File: src/rtl/serial_cmp_ctrl.sv
// Bit-serial unsigned magnitude comparator controller, MSB first, one bit per clock.
// Define SERIAL_CMP_EARLY_EXIT_EN to finish on the first differing bit instead of running constant-time.

module bit_cmp (
   input  logic a,
   input  logic b,
   output logic gt,
   output logic eq,
   output logic lt
);
   assign gt = a & ~b;
   assign lt = ~a & b;
   assign eq = ~(a ^ b);
endmodule

module serial_cmp_ctrl #(
   parameter int WIDTH = 32
) (
   input  logic             clk,
   input  logic             rst_n,
   input  logic             in_valid,
   output logic             in_ready,
   input  logic [WIDTH-1:0] a_in,
   input  logic [WIDTH-1:0] b_in,
   output logic             out_valid,
   input  logic             out_ready,
   output logic             greater,
   output logic             equal,
   output logic             less,
   output logic             busy
);
   localparam int IW = (WIDTH > 1) ? $clog2(WIDTH) : 1;

   localparam logic [1:0] IDLE = 2'd0;
   localparam logic [1:0] RUN  = 2'd1;
   localparam logic [1:0] DONE = 2'd2;

   logic [1:0]       state;
   logic [IW-1:0]    idx;
   logic [WIDTH-1:0] a_reg;
   logic [WIDTH-1:0] b_reg;
   logic             greater_r;
   logic             less_r;
   logic             equal_r;
   logic             cmp_gt;
   logic             cmp_eq;
   logic             cmp_lt;
   logic             decided;
   logic             done_now;

   bit_cmp u_bit_cmp (
      .a  (a_reg[idx]),
      .b  (b_reg[idx]),
      .gt (cmp_gt),
      .eq (cmp_eq),
      .lt (cmp_lt)
   );

   // Once a differing bit has been seen, later bits must not disturb the verdict.
   assign decided = greater_r | less_r;

   always_comb begin
      done_now = (idx == '0);
`ifdef SERIAL_CMP_EARLY_EXIT_EN
      if (!decided && !cmp_eq)
         done_now = 1'b1;
`endif
   end

   always_ff @(posedge clk or negedge rst_n) begin
      if (!rst_n) begin
         state     <= IDLE;
         idx       <= '0;
         a_reg     <= '0;
         b_reg     <= '0;
         greater_r <= 1'b0;
         less_r    <= 1'b0;
         equal_r   <= 1'b0;
      end else begin
         case (state)
            IDLE: begin
               if (in_valid) begin
                  a_reg     <= a_in;
                  b_reg     <= b_in;
                  idx       <= IW'(WIDTH - 1);
                  greater_r <= 1'b0;
                  less_r    <= 1'b0;
                  equal_r   <= 1'b0;
                  state     <= RUN;
               end
            end
            RUN: begin
               if (!decided) begin
                  greater_r <= cmp_gt;
                  less_r    <= cmp_lt;
               end
               if (done_now) begin
                  equal_r <= !decided && cmp_eq;
                  state   <= DONE;
               end else begin
                  idx <= idx - IW'(1);
               end
            end
            DONE: begin
               if (out_ready) begin
                  greater_r <= 1'b0;
                  less_r    <= 1'b0;
                  equal_r   <= 1'b0;
                  state     <= IDLE;
               end
            end
            default: state <= IDLE;
         endcase
      end
   end

   // Flags accumulate during RUN but are only exposed alongside out_valid.
   assign in_ready  = (state == IDLE);
   assign out_valid = (state == DONE);
   assign busy      = (state == RUN) || (state == DONE);
   assign greater   = greater_r & out_valid;
   assign less      = less_r & out_valid;
   assign equal     = equal_r & out_valid;
endmodule

File: config.mk
export PLATFORM = sky130hd
export DESIGN_NAME = serial_cmp_ctrl
export DESIGN_NICKNAME = d
export VERILOG_FILES = /design/src/rtl/serial_cmp_ctrl.sv
export SDC_FILE = /design/constraint.sdc
export NUM_CORES = 1
export LEC_CHECK = 0
export ABC_AREA = 1
export CAP_MARGIN = 20
export CORE_MARGIN = 2
export CORE_UTILIZATION = 55
export CTS_CLUSTER_DIAMETER = 200
export DETAILED_ROUTE_END_ITERATION = 6
export DONT_BUFFER_PORTS = 1
export PLACE_DENSITY = 0.8
export SLEW_MARGIN = 20
export SYNTH_ARGS = -nofsm -noshare
export SYNTH_HDL_FRONTEND = slang
export SYNTH_HIERARCHICAL = 1
export SYNTH_SLANG_ARGS = --single-unit
export TNS_END_PERCENT = 1
File: constraint.sdc
create_clock -name clk -period 1.9 [get_ports clk]
set_input_delay 0.285 -clock clk [delete_from_list [all_inputs] [get_ports clk]]
set_output_delay 0.285 -clock clk [all_outputs]
set_load 0.02 [all_outputs]
# == Word level (Yosys, flattened, before mapping) ==
# Cells that the tools add are included.
# op_classes
addsub,1
order_cmp,1
eq_ne,7
n_mux,19
bitwise,10
n_reduce_logical,12
# ops
cell,n
$bmux 1 s5,2
$mux 5,2
$pmux 5 s2,1
$pmux 1 s3,3
$ne 2x2->1 const B,4
$reduce_and 4->1,2
$mux 1,7
$lt 5x6->1 const B,1
$mux 2,3
$pmux 2 s3,1
$reduce_and 3->1,2
$and 1x1->1,5
$logic_not 5->1,1
$sub 5x1->5 const B,1
$not 1->1,3
$reduce_bool 3->1,1
$eq 2x1->1 const B,1
$eq 2x2->1 const B,1
$logic_not 2->1,1
$ne 2x1->1 const B,1
$reduce_and 2->1,1
$reduce_bool 2->1,1
$logic_and 1x1->1,1
$logic_not 1->1,1
3 further kinds,3
# totals
ff_bits,74

# == Longest topological paths before layout ==
# logic_depth
depth_word,7
depth_mapped,17
mapped_depth_nobuf,15

# == Modules after synthesis ==
# Netlist, hierarchy kept.
# by_module_without_submodules
mod,n_inst,cells_each,area_each_um2
serial_cmp_ctrl,1,439,3682.3
bit_cmp,1,4,32.5

# == Least setup slack after synthesis ==
# OpenSTA, ideal clock, no wires.
# synth_path
kind,reg-to-reg
from,register idx[1]
to,register equal_r
setup_time_ns,0.065
t_arrival_ns,1.700
slack_ns,0.135
stages_incl_launch_ff,16
n_path_buf,2
path_cell_list,dfrtp_1 -> buf_2 -> inv_4 -> buf_4 -> nand3_1 -> a21oi_1 -> nor2_1 -> nand2_1 -> nand2_1 -> inv_1 -> inv_1 -> ha_1 -> nand2_1 -> nor3_1 -> nand2_1 -> nand2_1
# synth_between
elab_chain_cells,7
word_cells_on_any_way,12
# synth_lines
element,line_no,text
"start, declared",39,logic [IW-1:0] idx;
"start signal, assigned",85,idx <= IW'(WIDTH - 1);
"start signal, assigned",101,idx <= idx - IW'(1);
"$bmux 1 s5, on equally long branches","52, 53",
"$mux 1, on equally long branches","52, 53",
$xor 1x1->1 (*),13,assign eq = ~(a ^ b);
$not 1->1 (*),13,
net cmp_eq,46,logic cmp_eq;
$logic_and 1x1->1 (*),98,equal_r <= !decided && cmp_eq;
$mux 1 (*),97,if (done_now) begin
$pmux 1 s3 (*),80,case (state)
"end signal, assigned",98,
"end, declared",44,logic equal_r;
# Mark *: on every way through the listed nets, which the timed path passes. The rest lies on a longest branch. The select of a mux whose other input is x is not followed.
# A chain may end at the register's enable or synchronous reset.

# == Worst setup path after layout ==
# layout_path
from,register idx[0]
to,register equal_r
# The elaborated chain is that of the path after synthesis.

==> results.yml <==
place:
  place_congestion: 0.8656
  portBuffers: 0
  dpl.hpwl_microns: 5554
setup_path:
  cp_data_arrival_time_ns: 2.13
  cp-end-kind: "flop"
  crit_family: "simple AND/OR/NAND/NOR gates"
  critPathMaxFanout: 24
  crit_path_max_incr_delay_ns: 0.49
  critPathKind: "flop to flop"
  cp.required_ns: 2.13
  worstSetupStartpointType: "flop"
  path_common_cell: "nand2_1"
  worst-path-buf-inv: 3
  slowest_stage: "dfrtp_2"
  crit_chain: "buf_12, or2_4, nand3_2, nand3_1, nand3_1, nand2_1, nand2_1, inv_2, inv_1, ha_1, nand2_1, nor3_2, nand2_1, nand2_1"
routing:
  vias: 2833
  ant_nets: 0
  first_pass_iters: 4
  wl_per_cell_microns: 14.16
  drt_iter0_drc: 135
  wirelength_microns: 7475
  drc_errors: 0
  vias_per_cell: 5.366
yosys:
  syn_area_sq_mm: 0.003715
  ys_seq_area_share_pct: 49.85
  yosys.area.top_type: "dfrtp_1"
  yosys_warnings: 6
  avgSynthCellArea_sq_um: 8.386
  synth.cells.most_frequent: "86 x nand2_1, 74 x dfrtp_1, 58 x nor2_1"
  syn-num-nets: 518
  synth_flop_cell: "dfrtp_1"
  synth.area.top_cells: "dfrtp_1 50%, nand2_1 8.7%, mux2_2 7.9%"
  yosysMostFrequentCell: "nand2_1"
  synth_seq_cells: 74
  synth_edf_count: 0
  synth_cell_types: 21
  async_reset_ff_share_pct: 100.0
  synth_top_area_share_pct: 49.85
  syn_inst: 443
die:
  core_sq_mm: 0.006459
  die_y_microns: 86.19
  dieArea_sq_mm: 0.007428
  num_io_pins: 74
  fp.dieW_microns: 86.19
  initial_core_util_pct: 57.52
  fp-row-count: 29
power:
  pwr-share-clk_pct: 15.9
  p_seq_share_pct: 37.4
  sw_frac_of_total_pct: 39.85
  switchingPower_mw: 2.894
  combPwrFrac_pct: 46.7
  irDropWorstVdd_mv: 0.9722
  internal_power_mw: 4.368
  power.leakage_nw: 2.051
  powerDensity_mw_per_mm2: 1793
global_routing:
  first_global_vias: 2881
  antenna_found_initial: 0
  grt_overflow: 0
  grt_use_total_pct: 22.42
  grt_pass1_wl_microns: 13010
  grt_max_degree: 75
clocking:
  root_buffer: "clkbuf_8"
  cts_max_path_buffers: 2
  tritoncts: "yes"
  insertion_delay_ns: 0.34
  path_clk_slew_ns: 0.07
  cts.sinks: 74
  cts-htree-levels: 3
  numCtsBuffers: 9
  postCtsSetupBuffers: 0
job:
  maxCapViolCount: 0
sta:
  finalHoldViolations: 74
  relSlewSlack_pct: 74.89
  drv_slew: 0
  fin_crit_sh_pct: 99.77
  rsz0062_at_grt: "yes"
  fin_tns_setup_ns: 0
  whs_ns: -0.3706
  fin_worst_skew_ns: 0.003610
  timing.final.crit_period_ns: 1.896
  worstMarginPinSlew_ns: 0.3738
  setup_viol: 0
  max_freq_ghz: 0.5275
final_layout:
  fin_util_pct: 62.71
  antenna_cells: 0
  nets: 522
  area_delta_synth_final_pct: 9.026
  drive_above_1_share_pct: 15.52
hold_path:
  hold_path.class: "input pin to async pin"
run_status:
  status: "finished, violations left"
  violations: "negative hold slack"
## layout make-up
| type | instances | area, sq um |
|---|---|---|
| repair buffers | 14 | 133.9 |
| flip-flops and latches | 74 | 1853 |
| clock buffers | 12 | 145.1 |
| fillers | 543 | 2409 |
| clock inverters | 3 | 40.04 |
| inverters | 59 | 231.5 |
| well taps | 77 | 96.34 |
| multi-input cells | 289 | 1550 |
## cell families (layout without fill, tap and decap cells)
kind of cell / count (synthesis) / in the layout / share of synthesized area, %
compound gates: 57 / 57 / 8.285
xor+xnor: 1 / 1 / 0.2358
fa+ha+maj: 7 / 7 / 2.358
buf+inv: 80 / 88 / 9.431
flops: 74 / 74 / 49.85
mux: 26 / 26 / 7.881
simple gates: 198 / 198 / 21.96
## power groups by stage
stage,logic [mW],clock network [mW],registers (mW)
after floorplan,2.70,0,2.57
after global placement,3.20,0,2.70
after detailed placement,3.33,0,2.73
after CTS,3.35,1.19,2.70
after global routing,3.87,1.25,2.80
final,3.39,1.15,2.71
## what timing repair did
| item | 4_1_cts | 5_1_grt |
|---|---|---|
| pin swaps | 0 | 1 |
| hold endpoints to repair | 74 | 74 |
| resized for setup | 3 | 10 |
| endpoints found under the setup margin | 1 | 2 |
## through the flow
| stage | area [sq um] | hold WS [ns] | setup slack [ns] | power (mW) | cells |
|---|---|---|---|---|---|
| 4_1_cts | 4019 | -0.3914 | 0.001444 | 7.237 | 528 |
| 6_report | 4050 | -0.3706 | 0.004287 | 7.262 | 528 |
| 2_1_floorplan | 3715 | -0.01059 | 0.1347 | 5.268 | 443 |
| 5_1_grt | 4050 | -0.3933 | -0.1448 | 7.926 | 528 |
| 3_3_place_gp | 3825 | -0.008045 | 0.01818 | 5.903 | 513 |
| 3_5_place_dp | 3825 | -0.008807 | -0.02516 | 6.057 | 513 |
## cell usage in the layout, fill, tap and decap left out, drive strengths merged
| cell type | Yosys | final |
|---|---|---|
| a21boi | 1 | 1 |
| a21oi | 44 | 44 |
| buf | 21 | 14 |
| bufinv | 0 | 1 |
| clkbuf | 0 | 12 |
| clkinv | 0 | 2 |
| dfrtp | 74 | 74 |
| ha | 7 | 7 |
| inv | 59 | 59 |
| mux2 | 26 | 26 |
| nand2 | 87 | 87 |
| nand3 | 48 | 48 |
| nor2 | 58 | 58 |
| nor3 | 2 | 2 |
| o211ai | 2 | 2 |
| o21ai | 10 | 10 |
| or2 | 3 | 3 |
| xor2 | 1 | 1 |
## routing by layer
| layer | vias up | share of wire [%] | track usage (%) | wire length, microns |
|---|---|---|---|---|
| li1 | 1408 | - | - | - |
| met1 | 1329 | 42 | 28.84 | 3126 |
| met2 | 82 | 48 | 35.02 | 3613 |
| met3 | 14 | 7.6 | 6.667 | 567 |
| met4 | 0 | 2.2 | 10.65 | 168 |
| met5 | - | 0 | 0 | 0 |
## path summary, 6_finish.rpt
check                        start         to  slack [ns]  cells after the start
max                         idx[0]    equal_r       0.004                     14
min                          rst_n  a_reg[14]       -0.37                      0
max reg2reg                 idx[0]    equal_r       0.004                     14
min reg2reg                equal_r    equal_r        0.51                      2
max in group asynchronous    rst_n  a_reg[30]        2.16                      0
min in group clk           a_in[8]   a_reg[8]        0.09                      1
Power figures use the tool's default switching activity.
